**config.mk**
```make
export PLATFORM = sky130hd
export DESIGN_NAME = truth_table_extractor
export DESIGN_NICKNAME = d
export VERILOG_FILES = /design/src/rtl/truth_table_extractor.sv
export SDC_FILE = /design/constraint.sdc
export NUM_CORES = 1
export LEC_CHECK = 0
export ABC_AREA = 1
export ABC_CLOCK_PERIOD_IN_PS = 2800
export CAP_MARGIN = 15
export CORE_ASPECT_RATIO = 0.9
export CORE_MARGIN = 3
export CORE_UTILIZATION = 58
export DETAILED_ROUTE_END_ITERATION = 6
export PLACE_DENSITY = 0.91
export SYNTH_ARGS = -nofsm -noshare
export SYNTH_HDL_FRONTEND = slang
export SYNTH_SLANG_ARGS = --single-unit
```
**constraint.sdc**
```tcl
create_clock -name clk -period 2.8 [get_ports clk]
set_clock_uncertainty 0.15 [all_clocks]
set_input_delay 0.84 -clock clk [delete_from_list [all_inputs] [get_ports clk]]
set_output_delay 0.84 -clock clk [all_outputs]
set_load 0.05 [all_outputs]
```
**src/rtl/truth_table_extractor.sv**
```systemverilog
// Steps a 3-input CUT through all 8 input combinations and assembles its truth-table code.
// Optional glitch check (pre-sample vs. sample comparison) enabled by TT_GLITCH_CHECK_EN.
module truth_table_extractor #(
   parameter int unsigned SETTLE_CYCLES = 4,
   parameter int unsigned CNT_W         = 8
) (
   input  logic       clk,
   input  logic       rst_n,
   input  logic       start,
   input  logic       abort,
   input  logic [7:0] expected_code,
   input  logic       cut_out,
   output logic       drive_in1,
   output logic       drive_in2,
   output logic       drive_in3,
   output logic       busy,
   output logic       done,
   output logic       tt_valid,
   output logic [7:0] tt_code,
   output logic       match,
   output logic       glitch
);

   localparam logic [1:0] S_IDLE   = 2'd0;
   localparam logic [1:0] S_SETTLE = 2'd1;
   localparam logic [1:0] S_SAMPLE = 2'd2;
   localparam logic [1:0] S_DONE   = 2'd3;

   localparam logic [CNT_W-1:0] CNT_LAST = CNT_W'(SETTLE_CYCLES - 1);
   localparam logic [2:0]       IDX_LAST = 3'd7;

   logic [1:0]       r_state;
   logic [2:0]       r_idx;
   logic [CNT_W-1:0] r_cnt;
   logic [7:0]       r_exp;
   logic [2:0]       r_drive;
   logic             r_busy;
   logic             r_done;
   logic             r_valid;
   logic [7:0]       r_code;
   logic             r_match;

   logic [1:0]       w_state_nxt;
   logic [2:0]       w_idx_nxt;
   logic [CNT_W-1:0] w_cnt_nxt;
   logic [7:0]       w_exp_nxt;
   logic [2:0]       w_drive_nxt;
   logic             w_busy_nxt;
   logic             w_done_nxt;
   logic             w_valid_nxt;
   logic [7:0]       w_code_nxt;
   logic             w_match_nxt;

`ifdef TT_GLITCH_CHECK_EN
   logic r_pre;
   logic r_glitch;
   logic w_pre_nxt;
   logic w_glitch_nxt;
`endif

   // State and output registers
   always_ff @(posedge clk or negedge rst_n) begin
      if (!rst_n) begin
         r_state <= S_IDLE;
         r_idx   <= 3'd0;
         r_cnt   <= '0;
         r_exp   <= 8'h00;
         r_drive <= 3'd0;
         r_busy  <= 1'b0;
         r_done  <= 1'b0;
         r_valid <= 1'b0;
         r_code  <= 8'h00;
         r_match <= 1'b0;
`ifdef TT_GLITCH_CHECK_EN
         r_pre    <= 1'b0;
         r_glitch <= 1'b0;
`endif
      end else begin
         r_state <= w_state_nxt;
         r_idx   <= w_idx_nxt;
         r_cnt   <= w_cnt_nxt;
         r_exp   <= w_exp_nxt;
         r_drive <= w_drive_nxt;
         r_busy  <= w_busy_nxt;
         r_done  <= w_done_nxt;
         r_valid <= w_valid_nxt;
         r_code  <= w_code_nxt;
         r_match <= w_match_nxt;
`ifdef TT_GLITCH_CHECK_EN
         r_pre    <= w_pre_nxt;
         r_glitch <= w_glitch_nxt;
`endif
      end
   end

   // Next-state and next-output logic
   always_comb begin
      w_state_nxt = r_state;
      w_idx_nxt   = r_idx;
      w_cnt_nxt   = r_cnt;
      w_exp_nxt   = r_exp;
      w_drive_nxt = r_drive;
      w_busy_nxt  = r_busy;
      w_done_nxt  = 1'b0;
      w_valid_nxt = r_valid;
      w_code_nxt  = r_code;
      w_match_nxt = r_match;
`ifdef TT_GLITCH_CHECK_EN
      w_pre_nxt    = r_pre;
      w_glitch_nxt = r_glitch;
`endif

      case (r_state)
         S_IDLE: begin
            w_drive_nxt = 3'd0;
            if (start) begin
               w_exp_nxt   = expected_code;
               w_valid_nxt = 1'b0;
               w_code_nxt  = 8'h00;
               w_match_nxt = 1'b0;
               w_busy_nxt  = 1'b1;
               w_idx_nxt   = 3'd0;
               w_cnt_nxt   = '0;
               w_state_nxt = S_SETTLE;
`ifdef TT_GLITCH_CHECK_EN
               w_glitch_nxt = 1'b0;
`endif
            end
         end
         S_SETTLE: begin
            w_drive_nxt = r_idx;
            w_cnt_nxt   = r_cnt + CNT_W'(1);
            if (r_cnt == CNT_LAST) begin
               w_state_nxt = S_SAMPLE;
`ifdef TT_GLITCH_CHECK_EN
               w_pre_nxt = cut_out;
`endif
            end
         end
         S_SAMPLE: begin
            // idx 000 lands in the MSB, matching the library's hex naming
            w_code_nxt[IDX_LAST - r_idx] = cut_out;
`ifdef TT_GLITCH_CHECK_EN
            if (cut_out != r_pre) begin
               w_glitch_nxt = 1'b1;
            end
`endif
            if (r_idx == IDX_LAST) begin
               w_state_nxt = S_DONE;
               w_drive_nxt = 3'd0;
               w_done_nxt  = 1'b1;
               w_valid_nxt = 1'b1;
`ifdef TT_GLITCH_CHECK_EN
               w_match_nxt = (w_code_nxt == r_exp) && !w_glitch_nxt;
`else
               w_match_nxt = (w_code_nxt == r_exp);
`endif
            end else begin
               w_idx_nxt   = r_idx + 3'd1;
               w_cnt_nxt   = '0;
               w_drive_nxt = r_idx + 3'd1;
               w_state_nxt = S_SETTLE;
            end
         end
         S_DONE: begin
            w_drive_nxt = 3'd0;
            w_busy_nxt  = 1'b0;
            w_state_nxt = S_IDLE;
         end
         default: begin
            w_state_nxt = S_IDLE;
            w_drive_nxt = 3'd0;
            w_busy_nxt  = 1'b0;
         end
      endcase

      // Abort cancels only an active sweep; DONE always completes
      if (abort && (r_state == S_SETTLE || r_state == S_SAMPLE)) begin
         w_state_nxt = S_IDLE;
         w_idx_nxt   = 3'd0;
         w_cnt_nxt   = '0;
         w_drive_nxt = 3'd0;
         w_busy_nxt  = 1'b0;
         w_done_nxt  = 1'b0;
         w_valid_nxt = 1'b0;
         w_match_nxt = 1'b0;
      end
   end

   assign drive_in1 = r_drive[2];
   assign drive_in2 = r_drive[1];
   assign drive_in3 = r_drive[0];
   assign busy      = r_busy;
   assign done      = r_done;
   assign tt_valid  = r_valid;
   assign tt_code   = r_code;
   assign match     = r_match;
`ifdef TT_GLITCH_CHECK_EN
   assign glitch    = r_glitch;
`else
   assign glitch    = 1'b0;
`endif

endmodule

```
# Word level (Yosys, flattened, before mapping)
# Index checks and enable logic that the tools add are counted.
[word_totals]
out_inout_bits = 16
in_bits = 13
reg_bits = 36
[op_classes]
mux = 33
n_addsub = 3
eq_ne = 11
order_cmp = 2
reduce_logical = 16
[ops]
columns = ["op", "n"]
rows = [
  ["8-bit two-way mux", 3],
  ["8-bit one-hot mux with 3 select lines", 1],
  ["8-bit one-hot mux with 2 select lines", 1],
  ["3-bit two-way mux", 5],
  ["1-bit two-way mux", 11],
  ["3-bit by 2-bit != test with 1-bit output, second input constant", 3],
  ["3-bit one-hot mux with 3 select lines", 1],
  ["3-bit AND reduction", 3],
  ["8-bit by 1-bit adder with 8-bit output, second input constant", 1],
  ["8-bit bitwise mux", 1],
  ["8-bit by 2-bit == test with 1-bit output, second input constant", 1],
  ["8-bit == test", 1],
  ["2-bit two-way mux", 4],
  ["2-bit one-hot mux with 4 select lines", 1],
  ["2-bit AND reduction", 4],
  ["1-bit one-hot mux with 2 select lines", 3],
  ["3-bit one-hot mux with 2 select lines", 1],
  ["3-bit nonzero test", 2],
  ["2-bit == test, second input constant", 2],
  ["3-bit by 4-bit less-than comparator with 1-bit output, second input constant", 1],
  ["4-bit nonzero test", 1],
  ["3-bit by 1-bit adder with 3-bit output, second input constant", 1],
  ["1-bit demux with 3-bit select", 1],
  ["3-bit == test, second input constant", 1],
  ["other kinds (10)", 11],
]

# Depth between registers and ports, before layout
[depth]
word_depth = 10
depth_mapped = 11

# Least setup slack after synthesis
# Ideal clock, no wire load.
[synth_timing]
kind = "input -> register"
startpoint = "input abort"
endpoint = "register r_state[0]"
t_arrival_ns = 1.517
t_required_ns = 2.530
slack_ns = 1.012
cell_stages = 5
path_cell_list = "nand2_4 > inv_4 > nor2_2 > o21ai_1 > a31o_2"
[synth_between]
elab_chain_cells = 3
elab_cells_between_ends = 5
cone_classes = "eq/ne: 2; mux: 1; reduce/logical: 2"
[synth_lines]
columns = ["item", "line", "source"]
rows = [
  ["start: declaration", "10", "input logic abort,"],
  ["1-bit logical AND *", "178", "if (abort && (r_state == S_SETTLE || r_state == S_SAMPLE)) begin"],
  ["3-bit by 2-bit != test with 1-bit output (no source line) or 3-bit != test (tied branches)", "--", ""],
  ["2-bit AND reduction (no source line)", "--", ""],
  ["end signal: assignment", "79", "r_state <= w_state_nxt;"],
  ["end: declaration", "32", "logic [1:0] r_state;"],
]
# Every way passes the cells marked *; elsewhere a longest branch is shown, timed or not.
# A chain may end at the register's enable or synchronous reset.

# Worst setup path in the final report
[layout_timing]
startpoint = "register r_code[1], in the netlist tt_code[1]"
endpoint = "output tt_code[1]"
[layout_rtl]
columns = ["item", "line", "source"]
rows = [
  ["start: declaration", "40", "logic [7:0] r_code;"],
  ["start signal: assignment", "87", "r_code <= w_code_nxt;"],
  ["end: declaration", "19", "output logic [7:0] tt_code,"],
]
# No word-level cell between the ends.

==> summary.md <==
| Metric | Value |
|---|---|
| Status | finished, final reports clean |
| Root buffer cell | clkbuf_8 |
| Endpoint class of the critical path | primary output |
| RSZ-0062 raised after global routing | false |
| Slowest stage cell, crit path | clkdlybuf4s50_1 |
| DR iter-0 viols | 245 |
| Yosys warnings | 0 |
| Async S/R FF share, synth | 1.00 |
| Tot GR Track Use | 0.232 |
| Routability congestion estimate from global placement | 0.887 |
| Syn Nets | approximately 270 |
| Max-Cap Viols | 0 |
| Register area share after synthesis | 0.432 |
| Cell Chain, Critical Path | clkdlybuf4s50_1 |
| Mux cell area share after synthesis | 0.0324 |
| Hpwl dp | 3370 um |
| Main synth FF type | dfrtp_1 |
| Final hold vios | 0 |
| GR peak layer | met2 |
| M2 GR Usage | 0.352 |
| Largest net degree at the start of global routing | 37 |
| R2R setup slack | around 0.78 ns |
| Fin util | 0.723 |
| Xor and xnor area share after synthesis | 0 |
| Setup violations, final | 0 |
| Post-synthesis cell area | 2090 sq um |
| Filler Cells Inserted | 271 |
| Count leader, synth | nand2_1 |
| CP max stage delay | 0.82 ns |
| Fmax | 403 MHz |
| Area grow syn2layout | 17.9% |
| Multi-input gate area | 1030 sq um |
| Avg WL per Cell | 14.1 um |
| Synth top area share | 0.432 |
| Met3 usage | 0.0723 |
| Die span in y | 62.9 um |
| Maximum clock insertion buffer count | 2 |
| Layout cells sized above 1 | 0.117 |
| Fin area | 2460 sq um |
| Global-route wire length before repair | ~8000 um |
| CTS Sinks | 36 |
| CTS tree | built |
| NumNets Final | 303 |
| Pwr Density | 938 nW/um^2 |
| Postcts setup bufs | 0 |
| Post-synthesis register bit count | 36 |
| I/O Buffers | 27 |
| # hold bufs at CTS | 0 |
| Min-delay worst type | register to register |
| Peak VDD IR | 0.000457 V |
| Pwr Total | 2310 uW |
| Top post-synthesis cells by count | nand2_1, dfrtp_1, inv_1, nor2_1, nand3_1 |
| Total gr overflow | 0 |
| Routed wire length | 4590 um |
| Die width | 69.2 um |
| CTS Buf Count | 5 |
| Worst-Skew Late Latency | between 0.2 and 0.3 ns |
| Core Rows | 20 |
| Vias in the first global route | 1754 |
| Combinational family with the most area after synthesis | simple AND/OR/NAND/NOR gates |
| Critical path startpoint category | register |
| Dpl cell area | 2380 sq um |
| Crit path buf inv count | 1 |
| Initial Utilization | 0.613 |
| Drt drc | 0 |
| Least-Margin Pin Slew | 0.507 ns |
| Hold Worst Slack | 0.344 ns |
| Slew headroom | 0.661 |
| Via density | 5.57 |
| Yosys cell types | 33 |
| Mapped Avg Cell Area | 8.25 sq um |
| IO Pins | 29 |
| Final min period | 2.48 ns |
| Max Slew Vio Count | 0 |
| Post-Syn Instances | 253 |
| Initial antenna violation count | 0 |
| Final worst-path cycle share | 0.885 |
| FF/Latch Area | around 900 sq um |
| H-Tree Depth | 2 |
| Met1 Use GR | 0.309 |
| Detailed Routing Iterations Pass 1 | 4 |
| Static leakage | between 0.001 and 0.0015 uW |
| Area leader, netlist | dfrtp_1 |
| Worst-path maximum fanout | 3 |
| Critical path required time | between 1.5 and 2 ns |
| CTS resizes | 0 |
| Final ANT Viol Nets | 0 |
| Number of diodes | 0 |
| Ranking of synthesized cells by area | dfrtp_1, nand2_1, nand3_1 |
| Post-synth EDFFs | 0 |
| Reg clk slew, reported paths | 0.07 ns |
| Die footprint | between 4000 and 5000 sq um |
| Compound-Gate Fraction of Synth Area | 0.103 |
| Final setup TNS | 0 ns |
| Simple-Gate Fraction of Synth Area | 0.308 |
| Critical path class | register to primary output |
| Total vias in the final route | 1817 |
| Synth Area in Adders | 0.0480 |
| Core area | 3400 sq um |
| Worst EP arrival | 1.49 ns |
| Cell family with the largest share of critical-path delay | buffers and inverters |
-- power by group --
| group | internal (uW) | switching [uW] |
|---|---|---|
| logic | 413 | 771 |
| clock network | 169 | 176 |
| registers | 660 | 120 |
| total | 1240 | 1070 |
-- cell usage in the layout (no fill, tap or decap), types with 3 or more instances in the layout --
cell	n
nor2_2	3
nand3_1	21
inv_2	4
nand4_1	11
clkbuf_8	5
nor2_1	23
a21oi_1	14
clkdlybuf4s50_1	27
mux2_2	6
o22ai_1	7
nand2_1	52
ha_1	8
o21ai_0	9
nor3_1	3
dfrtp_1	36
nand3b_1	5
inv_1	25
-- metrics by stage --
stage               std cells  setup WS, ns
floorplan                 253          1.01
global placement          319         0.428
detailed placement        319         0.395
CTS                       326         0.311
global route              326         0.287
finish                    326         0.321
-- cells by family after synthesis --
kind of cell / count (synthesis)
mux: 6
buf+inv: 37
fa+ha+maj: 8
other cells: 1
flops: 36
simple gates: 128
compound gates: 37
-- sequential cells by signal, indices dropped and copies added, names as in the netlist --
| name | flops |
|---|---|
| r_state | 2 |
| tt_code | 8 |
| tt_valid | 1 |
| r_cnt | 8 |
| busy | 1 |
| match | 1 |
| r_idx | 3 |
| done | 1 |
| r_exp | 8 |
| r_drive | 3 |
-- area by class of cell --
class,count,share of cell area
Tap cell,44,0.0224
Clock inverter,1,0.00203
Sequential cell,36,0.366
Timing Repair Buffer,28,0.113
Inverter,31,0.0493
Clock buffer,6,0.0295
Multi-Input combinational cell,180,0.418
-- per-layer routing --
metal	vias to the layer above	part of all wire
met5	-	0
met1	851	0.46
met3	9	0.053
li1	901	-
met2	56	0.47
met4	0	0.018
-- final timing paths --
check,startpoint,cells after the start,endpoint
setup / recovery,tt_code[1]$_DFFE_PN0P_,1,tt_code[1]
max in group asynchronous,rst_n,2,r_exp[4]$_DFFE_PN0P_
hold / removal,tt_valid$_DFFE_PN0P_,2,tt_valid$_DFFE_PN0P_
hold reg to reg,tt_valid$_DFFE_PN0P_,2,tt_valid$_DFFE_PN0P_
setup reg to reg,r_state[0]$_DFFE_PN0P_,7,r_state[0]$_DFFE_PN0P_
min in group asynchronous,rst_n,2,busy$_DFFE_PN0P_
Note: power is estimated with default switching activity, not from simulation.
